[config.mk]
export PLATFORM = sky130hd
export DESIGN_NAME = adc_seq
export DESIGN_NICKNAME = d
export VERILOG_FILES = /design/src/rtl/adc_seq.sv
export SDC_FILE = /design/constraint.sdc
export NUM_CORES = 1
export LEC_CHECK = 0
export CORE_MARGIN = 2
export CORE_UTILIZATION = 46
export CTS_CLUSTER_DIAMETER = 60
export DETAILED_ROUTE_END_ITERATION = 10
export MAX_ROUTING_LAYER = met4
export PLACE_DENSITY = 0.7
export SYNTH_ARGS = -nofsm -noshare
export SYNTH_HDL_FRONTEND = slang
export SYNTH_SLANG_ARGS = --single-unit
[constraint.sdc]
create_clock -name clk -period 8 [get_ports clk]
set_input_delay 1.6 -clock clk [delete_from_list [all_inputs] [get_ports clk]]
set_output_delay 1.6 -clock clk [all_outputs]
set_load 0.005 [all_outputs]
[src/rtl/adc_seq.sv]
// adc_seq: init/type/conf handshake then periodic conversions for the adc block.
// Define ADC_SEQ_TIMEOUT_EN to add the fd_* wait watchdog and ERR entry.
`timescale 1ns/1ps
module adc_seq #(
  parameter int unsigned CONV_BASE = 20000,
  parameter int unsigned TIMEOUT   = 1000000
) (
  input  logic        clk,
  input  logic        rst,
  input  logic        start,
  input  logic        stop,
  input  logic [2:0]  freq,
  input  logic [7:0]  type_in,
  input  logic        fd_init,
  input  logic        fd_type,
  input  logic        fd_conf,
  input  logic        fd_conv,
  output logic        fs_init,
  output logic        fs_type,
  output logic        fs_conf,
  output logic        fs_conv,
  output logic [7:0]  type_lat,
  output logic        busy,
  output logic        ready,
  output logic        conv_done,
  output logic [15:0] frame_cnt,
  output logic [7:0]  overrun_cnt,
  output logic        err
);

  localparam int PW = $clog2(CONV_BASE + 1);

  typedef enum logic [2:0] {
    IDLE, INIT, TYPE, CONF,
    READY, CONV, DONE, ERR
  } state_t;

  state_t        state;
  state_t        nxt;
  logic [2:0]    f_lat;
  logic [PW-1:0] tcnt;
  logic [PW-1:0] per_m1;
  logic          run;
  logic          tick;
  logic          stop_pend;
  logic          tmo;

  assign per_m1 = PW'((CONV_BASE >> f_lat) - 1);
  assign run    = state inside {READY, CONV, DONE};
  assign tick   = run && (tcnt == per_m1);

`ifdef ADC_SEQ_TIMEOUT_EN
  localparam int WW = $clog2(TIMEOUT + 1);

  logic [WW-1:0] wcnt;

  assign tmo = (wcnt == WW'(TIMEOUT - 1));

  // Restarts on every state change, so each wait state gets a full budget
  always_ff @(posedge clk or negedge rst) begin
    if (!rst) begin
      wcnt <= '0;
    end else if (nxt != state) begin
      wcnt <= '0;
    end else if (!tmo) begin
      wcnt <= wcnt + 1'b1;
    end
  end
`else
  logic unused_timeout;

  assign unused_timeout = ^TIMEOUT;
  assign tmo            = 1'b0;
`endif

  always_comb begin
    nxt = state;
    unique case (state)
      IDLE:  if (start) nxt = INIT;
      INIT: begin
        if (fd_init)  nxt = TYPE;
        else if (tmo) nxt = ERR;
      end
      TYPE: begin
        if (fd_type)  nxt = CONF;
        else if (tmo) nxt = ERR;
      end
      CONF: begin
        if (fd_conf)  nxt = READY;
        else if (tmo) nxt = ERR;
      end
      READY: begin
        if (stop)      nxt = IDLE;
        else if (tick) nxt = CONV;
      end
      CONV: begin
        if (fd_conv)  nxt = DONE;
        else if (tmo) nxt = ERR;
      end
      DONE:  nxt = (stop_pend || stop) ? IDLE : READY;
      ERR:   if (start) nxt = INIT;
    endcase
  end

  always_ff @(posedge clk or negedge rst) begin
    if (!rst) begin
      state       <= IDLE;
      fs_init     <= 1'b0;
      fs_type     <= 1'b0;
      fs_conf     <= 1'b0;
      fs_conv     <= 1'b0;
      type_lat    <= '0;
      busy        <= 1'b0;
      ready       <= 1'b0;
      conv_done   <= 1'b0;
      frame_cnt   <= '0;
      overrun_cnt <= '0;
      err         <= 1'b0;
      f_lat       <= '0;
      tcnt        <= '0;
      stop_pend   <= 1'b0;
    end else begin
      state     <= nxt;
      fs_init   <= (nxt == INIT);
      fs_type   <= (nxt == TYPE);
      fs_conf   <= (nxt == CONF);
      fs_conv   <= (nxt == CONV);
      busy      <= !(nxt inside {IDLE, ERR});
      ready     <= (nxt == READY);
      conv_done <= (nxt == DONE);
      err       <= (nxt == ERR);
      // A stop seen mid-conversion is honoured only after DONE
      stop_pend <= (state == CONV) && (stop_pend || stop);
      if (state == TYPE && fd_type) begin
        type_lat <= type_in;
      end
      if (state == CONF && fd_conf) begin
        f_lat       <= (freq > 3'd5) ? 3'd5 : freq;
        tcnt        <= '0;
        frame_cnt   <= '0;
        overrun_cnt <= '0;
      end else begin
        if (run) begin
          tcnt <= tick ? '0 : tcnt + 1'b1;
        end
        if (nxt == DONE) begin
          frame_cnt <= frame_cnt + 1'b1;
        end
        if (state == CONV && tick && overrun_cnt != 8'hFF) begin
          overrun_cnt <= overrun_cnt + 1'b1;
        end
      end
    end
  end

endmodule

==> metrics.txt <==
status completed; Clk pin slew, worst setup/hold paths 0.07 ns; worst min-delay path class register to register; Residual DRC 0; Buf+Inv Stages, Crit Path 2; commonest non-fill, non-tap cell in the layout dfrtp_1; number of diodes 0; Synth Warn # 0; Final Non-Filler Cells 563; Tot Pwr 1.41 mW; Post-CTS Resized 0; core area 0.00781 mm2; post-synthesis cell count 405; row count 32; CTS tree built; die height 94.2 um; fin crit share 43.8%; nets@finish 487; Setup CP Type register to register; PD cells 307 mW/mm2; clk_skew 0.00981 ns; Unique masters post-synth 69; Post-synth ARST share 100%; vias after detailed routing 3221; Seq/Total Area, Yosys 41.5%; Initial Util 47.9%; Layout Cell Area excl Fill 0.00458 mm2; max-cap viol count 0; Vias per Instance 5.72; Syn-to-layout area delta 22.5%; pre-CTS WS 4.38 ns; syn_area_per_cell 9.24 um2; CP endpoint kind register; CP required 8.27 ns; Top delay family on crit path simple AND/OR/NAND/NOR gates; WL/cell 16.1 um; final hold vios 0; RSZ-0062 raised after global routing no; clock latency at the later pin of the worst-skew pair 0.34 ns; initial antenna violation count 0; CTS max path bufs 2; die width 94.2 um; most frequent cells in the layout dfrtp_1, clkdlybuf4s50_1, nand2_1, nor2_1, a21oi_1; GRT Util Overall 22.5%; pin count of the biggest net entering global routing 63; setup TNS 0 ns; Post-CTS Setup Bufs 0; Max stage delay on crit path 0.61 ns; vias in the first global route 3120; Synth Cell Area 0.00374 mm2; Crit Path Max Fanout 20; share of layout cells above drive strength 1 9.33%; Worst Setup Start Kind register; CTS Sinks 62; CTS H-tree depth 3; dpl cells 549; final setup margin 4.49 ns; max-slew violations 0; Mapped Nets 434; Rel. slew slack 45.7%; worst slew pin tran 0.814 ns; placed instance area 0.00438 mm2; io pins 59; slowest cell on the critical path dfrtp_1; EDFF count, synth 0; CTS Hold Bufs 0; Num CTS Buffers 9; most used cell, CP ha_1; final setup vio count 0; Final min period 3.51 ns; Max Fclk 0.285 GHz; initial DRC count 197; critical-path cell list inv_1, ha_1, nand2_1, ha_1, nand2b_1, o31ai_2, or3b_1, o22ai_2, o2111ai_1, buf_4, or4_1, a21oi_1; gr ovfl total 0; global-route wire length before repair 15100 um; I/O Buffers 58; DR pass1 iterations 5; WP data arrival 3.78 ns; gpl congestion 0.887; Fillers 703; Max VDD drop 0.203 mV; synthesis-stage register bit count 62; Final HPWL DP 6410 um; most used flip-flop cell after synthesis dfrtp_1; die area 0.00887 mm2; Post-Route WL 9070 um; leakage 1.91 nW; antenna viol nets, final 0; clk root buf clkbuf_8
[kinds of logic (layout without fill, tap and decap cells)]
kind of cell	Yosys count	count (layout)	share of synthesized area, %
flops	62	62	41.5
compound gates	89	89	15.7
simple gates	177	177	26.0
mux	13	13	3.91
fa+ha+maj	10	10	3.34
xor+xnor	22	22	5.92
buf+inv	32	88	3.71
[final timing paths]
check | from | endpoint | slack (ns) | depth (start not counted)
min | stop_pend$_DFF_PN0_ | stop_pend$_DFF_PN0_ | 0.51 | 2
max in group asynchronous | rst | tcnt[7]$_DFFE_PN0P_ | 6.03 | 2
max reg2reg | f_lat[0]$_DFFE_PN0P_ | overrun_cnt[4]$_DFFE_PN0P_ | 4.49 | 12
min in group asynchronous | rst | type_lat[3]$_DFFE_PN0P_ | 1.43 | 2
max | f_lat[0]$_DFFE_PN0P_ | overrun_cnt[4]$_DFFE_PN0P_ | 4.49 | 12
min reg2reg | stop_pend$_DFF_PN0_ | stop_pend$_DFF_PN0_ | 0.51 | 2
[synth_stat cells, drive strengths merged, types with 3 or more instances]
cell type	instances	area, um2
a21oi	22	110
clkbuf	14	52.6
inv	12	45.0
nor2	37	146
nor2b	8	60.1
or3b	3	26.3
nor3	5	25.0
or2	5	31.3
a31oi	7	43.8
xor2	14	123
nor4	3	25.0
mux2	10	116
a32o	4	40.0
mux2i	3	30.0
xnor2	6	52.6
or4	7	52.6
ha	10	125
and2	7	46.3
o22ai	5	37.5
or3	7	43.8
nand4	11	68.8
and3	12	75.1
buf	6	41.3
o31ai	7	57.6
dfrtp	62	1550
nand3b	3	22.5
o21ai	26	130
nand3	17	85.1
nand2b	8	50.1
nand2	36	135
[per-layer routing]
metal	up-vias	track usage (%)	part of all wire (%)
met5	-	-	0
met4	0	6.64	1.3
met3	16	6.18	6.2
met2	94	33.2	47
met1	1539	30.5	46
li1	1572	-	-
[stage by stage]
| stage | hold WS [ns] | util (%) |
|---|---|---|
| floorplan | 0.462 | - |
| global placement | 0.479 | 56.1 |
| detailed placement | 0.498 | 56.1 |
| CTS | 0.511 | 58.7 |
| global route | 0.523 | 58.7 |
| finish | 0.510 | 58.7 |
[worst register-to-register path: cells and delay by family, from the launching register on]
family / cells / cell delay (ns)
simple gates: 4 / 1.11
buf+inv: 2 / 0.46
flops: 1 / 0.61
compound gates: 4 / 0.78
fa+ha+maj: 2 / 0.47
[area by class of cell]
| class | count | area (um2) | area share [%] |
|---|---|---|---|
| multi-input cells | 311 | 2050 | 44.8 |
| flip-flops and latches | 62 | 1550 | 33.9 |
| repair buffers | 62 | 606 | 13.2 |
| clock buffers | 10 | 128 | 2.79 |
| well taps | 102 | 128 | 2.79 |
| clock inverters | 4 | 73.8 | 1.61 |
| inverters | 12 | 45.0 | 0.983 |
[sequential cells by signal, indices dropped and copies added (netlist names), 3 cells and up]
register,cells
tcnt,15
f_lat,3
state,3
type_lat,8
overrun_cnt,8
frame_cnt,16
[report_power, final]
group          internal, mW  total, mW  switching, mW
Combinational         0.309      0.608          0.299
Clock                 0.172      0.296          0.124
Sequential            0.389      0.503          0.114
No activity file was read; power rests on OpenSTA's default activity.
